[src/rtl/status_value_queue.sv]
// Registered status-value queue with the head fixed at entry 0: push at the tail,
// retire up to MAX_PULL entries from the head, in-place updates that follow the shift.
module status_value_queue #(
    parameter int WIDTH    = 4,
    parameter int DEPTH    = 8,
    parameter int MAX_PULL = 2,
    localparam int IDX_W   = $clog2(DEPTH),
    localparam int CNT_W   = $clog2(DEPTH + 1),
    localparam int PC_W    = $clog2(MAX_PULL + 1)
) (
    input  logic                   clk_i,
    input  logic                   rst_n_i,
    input  logic                   flush_i,
    input  logic                   push_i,
    input  logic [WIDTH-1:0]       value_i,
    output logic                   push_rdy_o,
    input  logic                   pull_i,
    input  logic [PC_W-1:0]        pull_cnt_i,
    input  logic                   upd_en_i,
    input  logic [IDX_W-1:0]       upd_idx_i,
    input  logic [WIDTH-1:0]       upd_val_i,
    output logic [DEPTH*WIDTH-1:0] vector_o,
    output logic [DEPTH-1:0]       valid_o,
    output logic [CNT_W-1:0]       count_o,
    output logic                   empty_o,
    output logic                   full_o,
    output logic                   push_drop_o,
    output logic                   pull_err_o
);

    logic [WIDTH-1:0] entries_q [DEPTH];
    logic [WIDTH-1:0] entries_d [DEPTH];
    logic [CNT_W-1:0] count_q;
    logic [CNT_W-1:0] count_d;
    logic [DEPTH-1:0] valid_q;
    logic [DEPTH-1:0] valid_d;
    logic             empty_q;
    logic             full_q;
    logic             drop_q;
    logic             err_q;

    logic [CNT_W-1:0] pull_req;
    logic [CNT_W-1:0] pull_eff;
    logic [CNT_W-1:0] remain;
    logic             push_ok;
    logic             upd_hit;
    logic [IDX_W-1:0] upd_slot;
    logic [IDX_W-1:0] push_slot;
    logic             drop_d;
    logic             err_d;

    // Effective pull is clamped to the live count so the shift can never wrap.
    always_comb begin
        pull_req   = CNT_W'(pull_cnt_i);
        pull_eff   = '0;
        if (pull_i) begin
            pull_eff = (pull_req < count_q) ? pull_req : count_q;
        end
        remain     = count_q - pull_eff;
        push_rdy_o = remain < CNT_W'(DEPTH);
        push_ok    = push_i & push_rdy_o & ~flush_i;
        drop_d     = push_i & ~push_rdy_o & ~flush_i;
        err_d      = pull_i & ~flush_i & (pull_req > count_q);
        upd_hit    = upd_en_i & (CNT_W'(upd_idx_i) < count_q) & (CNT_W'(upd_idx_i) >= pull_eff);
        upd_slot   = upd_idx_i - pull_eff[IDX_W-1:0];
        push_slot  = remain[IDX_W-1:0];
        count_d    = push_ok ? remain + CNT_W'(1) : remain;
    end

    // Shift survivors toward the head, then layer the update and the push on top.
    // The update slot is always below the push slot, so the two never collide.
    always_comb begin
        for (int j = 0; j < DEPTH; j++) begin
            entries_d[j] = '0;
            if (CNT_W'(j) < remain) begin
                entries_d[j] = entries_q[IDX_W'(j) + pull_eff[IDX_W-1:0]];
            end
        end
        if (upd_hit) begin
            entries_d[upd_slot] = upd_val_i;
        end
        if (push_ok) begin
            entries_d[push_slot] = value_i;
        end
    end

    always_comb begin
        valid_d = '0;
        for (int i = 0; i < DEPTH; i++) begin
            valid_d[i] = CNT_W'(i) < count_d;
        end
    end

    always_ff @(posedge clk_i) begin
        if (!rst_n_i || flush_i) begin
            for (int i = 0; i < DEPTH; i++) begin
                entries_q[i] <= '0;
            end
            count_q <= '0;
            valid_q <= '0;
            empty_q <= 1'b1;
            full_q  <= 1'b0;
            drop_q  <= 1'b0;
            err_q   <= 1'b0;
        end else begin
            for (int i = 0; i < DEPTH; i++) begin
                entries_q[i] <= entries_d[i];
            end
            count_q <= count_d;
            valid_q <= valid_d;
            empty_q <= (count_d == '0);
            full_q  <= (count_d == CNT_W'(DEPTH));
            drop_q  <= drop_d;
            err_q   <= err_d;
        end
    end

    always_comb begin
        vector_o = '0;
        for (int i = 0; i < DEPTH; i++) begin
            vector_o[i*WIDTH +: WIDTH] = entries_q[i];
        end
    end

    assign valid_o     = valid_q;
    assign count_o     = count_q;
    assign empty_o     = empty_q;
    assign full_o      = full_q;
    assign push_drop_o = drop_q;
    assign pull_err_o  = err_q;

endmodule

[config.mk]
export PLATFORM = sky130hd
export DESIGN_NAME = status_value_queue
export DESIGN_NICKNAME = d
export VERILOG_FILES = /design/src/rtl/status_value_queue.sv
export SDC_FILE = /design/constraint.sdc
export NUM_CORES = 1
export LEC_CHECK = 0
export ABC_CLOCK_PERIOD_IN_PS = 5400
export BUFFER_PORTS_ARGS = -buffer_cell sky130_fd_sc_hd__buf_2
export CAP_MARGIN = 20
export CORE_ASPECT_RATIO = 2
export CORE_UTILIZATION = 56
export DETAILED_ROUTE_END_ITERATION = 10
export HOLD_SLACK_MARGIN = 0.08
export PLACE_DENSITY_LB_ADDON = 0.12
export SETUP_SLACK_MARGIN = 0.1
export SLEW_MARGIN = 20
export SYNTH_ARGS = -nofsm -noshare
export SYNTH_HDL_FRONTEND = slang
export SYNTH_SLANG_ARGS = --single-unit
[constraint.sdc]
create_clock -name clk_i -period 5.4 [get_ports clk_i]
set_clock_uncertainty 0.15 [all_clocks]
set_input_delay 1.08 -clock clk_i [delete_from_list [all_inputs] [get_ports clk_i]]
set_output_delay 1.08 -clock clk_i [all_outputs]
set_load 0.02 [all_outputs]
Word level (Yosys, flattened, before mapping)
Memory sizes are Yosys's and may differ from the RTL's.
Index checks and enable logic that the tools add are counted.
{"block": "word_totals", "rom_bits": 0, "register_bits": 16, "mem_count": 1, "in_bits": 19, "ramBits": 32, "latchBits": 0, "word_cells": 98}
{"name": "entries_q", "words": 8, "word_bits": 4, "rd": 16, "rd_ports_with_merged_regs": 0, "write_ports": 8, "line": "31", "rtl": "logic [WIDTH-1:0] entries_q [DEPTH];"}
{"block": "op_classes", "mux": 30, "multipliers": 0, "n_reduce_logical": 5, "eq_ne": 1, "n_div": 0, "bitwise_logic": 20, "n_lt_le_gt_ge": 25, "shifts": 0, "addsub": 10}
{"cell": "$mux 4", "n": 21}
{"cell": "$bwmux 32", "n": 2}
{"cell": "$mux 32", "n": 2}
{"cell": "$lt 3x4->1 const A", "n": 8}
{"cell": "$demux 4 s3", "n": 2}
{"cell": "$lt 1x4->1 const A", "n": 4}
{"cell": "$lt 2x4->1 const A", "n": 4}
{"cell": "$add 3x3->3 const A", "n": 4}
{"cell": "$and 1x1->1", "n": 8}
{"cell": "$ge 4x4->1 const B", "n": 2}
{"cell": "$lt 4x1->1 const B", "n": 2}
{"cell": "$not 3->4", "n": 2}
{"cell": "$or 1x1->1", "n": 8}
{"cell": "$add 2x3->3 const A", "n": 2}
{"cell": "$add 4x1->4 const B", "n": 1}
{"cell": "$eq 4x4->1 const B", "n": 1}
{"cell": "$ge 3x4->1", "n": 1}
{"cell": "$gt 2x4->1", "n": 1}
{"cell": "$logic_not 4->1", "n": 1}
{"cell": "$lt 2x4->1", "n": 1}
{"cell": "$lt 3x4->1", "n": 1}
{"cell": "$lt 4x4->1 const B", "n": 1}
{"cell": "$sub 4x4->4", "n": 1}
{"cell": "$add 1x3->3 const A", "n": 1}
{"cell": "6 further kinds", "n": 10}

Logic depth before layout (Yosys ltp)
{"block": "depth", "depth_word": 14, "mapped_depth": 19}

Worst setup path before layout
No wires, ideal clock.
{"block": "synth_path", "path_type": "in2out", "start": "input port pull_cnt_i[1]", "end": "output port push_rdy_o", "slack_ns": 0.469, "required_time_ns": 4.170, "path_buffers": 4, "arrival_ns": 3.701, "cell_stages": 15, "cell_sequence": "ha_1 -> nor2b_4 -> o21a_1 -> buf_6 -> mux2i_1 -> nor2b_1 -> buf_2 -> buf_2 -> inv_1 -> ha_1 -> nand3b_1 -> and3b_1 -> or2_1 -> inv_1 -> buf_2"}
{"block": "synth_between", "elab_chain_len": 5}
{"item": "from (decl)", "line": "18", "rtl": "input logic [PC_W-1:0] pull_cnt_i,"}
{"item": "$lt 2x4->1", "line": "57", "rtl": "pull_eff = (pull_req < count_q) ? pull_req : count_q;"}
{"item": "$mux 4 (*)", "line": "57"}
{"item": "$mux 4 (*)", "line": "56", "rtl": "if (pull_i) begin"}
{"item": "$sub 4x4->4 (*)", "line": "59", "rtl": "remain = count_q - pull_eff;"}
{"item": "$lt 4x4->1 (*)", "line": "60", "rtl": "push_rdy_o = remain < CNT_W'(DEPTH);"}
{"item": "to (decl)", "line": "16", "rtl": "output logic push_rdy_o,"}
Mark *: on every way between the ends. The rest lies on a longest branch, timed or not.

Final worst setup path
Ends and elaborated chain as after synthesis.

==> flow_summary.toml <==
[status]
outcome = "finished, final reports clean"

[min_path]
hold_class = "flip-flop to flip-flop"

[floorplanning]
die_y_um = 116
die_w_um = 58.9
io_pins = 68
rows = 41
initial_core_util_pct = 57.9
core_um2 = 6260
die_area_um2 = 6820

[power]
vdd_drop_max_mv = 0.272
power_density_nw_per_um2 = 334
p_leak_nw = 1.70

[worst_setup_path]
required_ps = 4170
r2r_slack_ps = 930
arrival_ps = 3770
cp_cell_sequence = "buf_2 > ha_1 > nor2b_4 > o21a_1 > mux2i_1 > nor2b_1 > inv_1 > ha_1 > nand3b_1 > a21boi_1 > or2_1 > buf_4 > inv_1 > buf_2"
crit_path_max_fanout = 11
crit_family = "compound AO/OA/AOI/OAI gates"
worstSetupEndpointType = "primary output"
setup.worst_path.class = "primary input to primary output"
critical_path.max_stage_delay_ps = 390
start_kind = "primary input"
path_buf_inv = 5
critical_path.slowest_cell = "o21a_1"

[cells_and_area]
final_layout_size_suffix_gt1_share_pct = 27.0
syn_to_final_growth_pct = 17.4
multi_input_area_um2 = 2470
antenna_cells = 0
regArea_um2 = 941
final_util_pct = 68.0
n_fill_cell = 566
nNetsFinal = 496

[placement]
portBuffers = 67
place_hpwl_um = 9660
place.gp.congestion = 1.06

[global_routing]
grt_max_degree = 31
grt_pass1_wl_um = 19900
antenna_found_initial = 0
track_usage_pct = 40.2
grt_pass1_vias = 3658
grt_remaining_overflow = 0

[timing]
slew-limit-headroom_pct = 18.7
worstMarginPinSlew_ps = 1210
hold_viol_final = 0
finalSetupTns_ps = 0
drv_slew = 0
final.min_clock_period_ps = 5000
final.period_utilization_pct = 92.6
setup_violations = 0
grt_setup_unrepaired = "false"
fmax_mhz = 200

[synthesis]
synth.top_cell.area_share_pct = 26.0
synth_ff_type = "dfxtp_1"
synthTopCellsByArea = "dfxtp_1, mux4_2, ha_1, a31oi_1, mux2i_1"
syn_avg_cell_area_um2 = 9.27
ys_warn_count = 0
yosys_register_bits = 47
yosysMostFrequentCell = "dfxtp_1"
seq_area_frac_synth_pct = 26.0
synth_common_cells = "dfxtp_1, a31oi_1, mux4_2, inv_1, nand3_1"
syn_area_um2 = 3620
synth_cell_types = 54
ys_async_sr_fraction_pct = 0
synth-edff-count = 0
yosysTopAreaCell = "dfxtp_1"
syn_inst = 391

[routing]
routedWlPerCell_um = 23.7
drt_iter0_drc = 306
avgViaCountPerCell = 6.99
firstDrtPassIters = 5
wl_um = 12900
drc = 0
drtAntennaViolNets = 0
num_vias = 3819

[clock_tree]
clkTransAtPathRegs_ps = 70
hold_buffers = 0
insertion_delay_ps = 300
cts_resized = 0
numCtsBuffers = 5
cts_max_level = 2
clock-sinks = 47
postCtsSetupBuffers = 0
cts_max_path_buffers = 2
root_buffer = "clkbuf_16"
cts_tree = "done"

[flow_run]
drv_cap = 0
## stage by stage
step | worst slack [ps] | cell area, um2 | instances | total power, mW | hold slack [ps]
6_report | 402 | 4250 | 546 | 1.42 | 577
3_3_place_gp | 441 | 4080 | 538 | 1.02 | 543
5_1_grt | 141 | 4250 | 546 | 1.48 | 623
2_1_floorplan | 469 | 3630 | 392 | 0.827 | 571
4_1_cts | 414 | 4250 | 546 | 1.41 | 567
3_5_place_dp | 428 | 4080 | 538 | 1.03 | 556
## power breakdown
| part | internal (mW) | switching, mW |
|---|---|---|
| combinational | 0.222 | 0.420 |
| sequential | 0.374 | 0.0215 |
| clock | 0.233 | 0.151 |
| total | 0.829 | 0.592 |
## worst paths after layout
path                     end            start  cells after the start
max               push_rdy_o    pull_cnt_i[1]                     14
min          entries_q[5][0]  entries_q[6][0]                      4
max reg2reg  entries_q[6][2]       count_o[1]                     15
min reg2reg  entries_q[5][0]  entries_q[6][0]                      4
## worst reg2reg max path: cells and delay by family (launching register included)
kind            cells  cell delay [ps]
compound gates      6             1220
fa+ha+maj           3              920
buf+inv             3              450
flops               1              480
simple gates        3             1170
## state kept, by name (all words and copies together) (netlist names)
signal       flops
pull_err_o       1
full_o           1
entries_q       32
count_o          4
valid_o          7
empty_o          1
push_drop_o      1
## cell type report
class | count | share of cell area, %
Clock inverter | 2 | 0.912
Tap cell | 86 | 2.53
Clock buffer | 6 | 3.26
Timing Repair Buffer | 85 | 11.1
Multi-Input combinational cell | 296 | 58.0
Sequential cell | 47 | 22.1
Inverter | 24 | 2.12
## cells in the final DEF, fill, tap and decap left out, drive strengths merged, types with 14 or more instances in the layout
| cell type | netlist | layout |
|---|---|---|
| a21oi | 14 | 14 |
| a31oi | 28 | 28 |
| and3 | 14 | 14 |
| buf | 15 | 85 |
| dfxtp | 47 | 47 |
| ha | 16 | 16 |
| inv | 24 | 25 |
| mux2i | 14 | 14 |
| mux4 | 25 | 25 |
| nand2 | 18 | 18 |
| nand3 | 20 | 20 |
| nor2 | 14 | 14 |
| o211ai | 14 | 14 |
| o21ai | 20 | 20 |
| o2bb2ai | 16 | 16 |
## cell families (layout without fill, tap and decap cells)
family / count (synthesis) / after routing / share of synthesized area, %
xor gates and xnor gates: 7 / 7 / 1.69
AOI/OAI and AO/OA: 125 / 125 / 24.6
adders and majority gates: 18 / 18 / 6.63
and+or+nand+nor: 105 / 105 / 15.6
DFF: 47 / 47 / 26.0
muxes: 39 / 39 / 19.4
buffers and inverters: 49 / 117 / 6.04
other: 1 / 2 / 0.103
## per-layer routing
| metal | track usage (%) | share of wire, % | vias up |
|---|---|---|---|
| met5 | 0 | 0 | - |
| met4 | 27.0 | 6.9 | 0 |
| met3 | 4.69 | 7.3 | 71 |
| met2 | 69.8 | 53 | 236 |
| met1 | 44.6 | 33 | 1856 |
| li1 | - | - | 1656 |
Power figures use the tool's default switching activity.
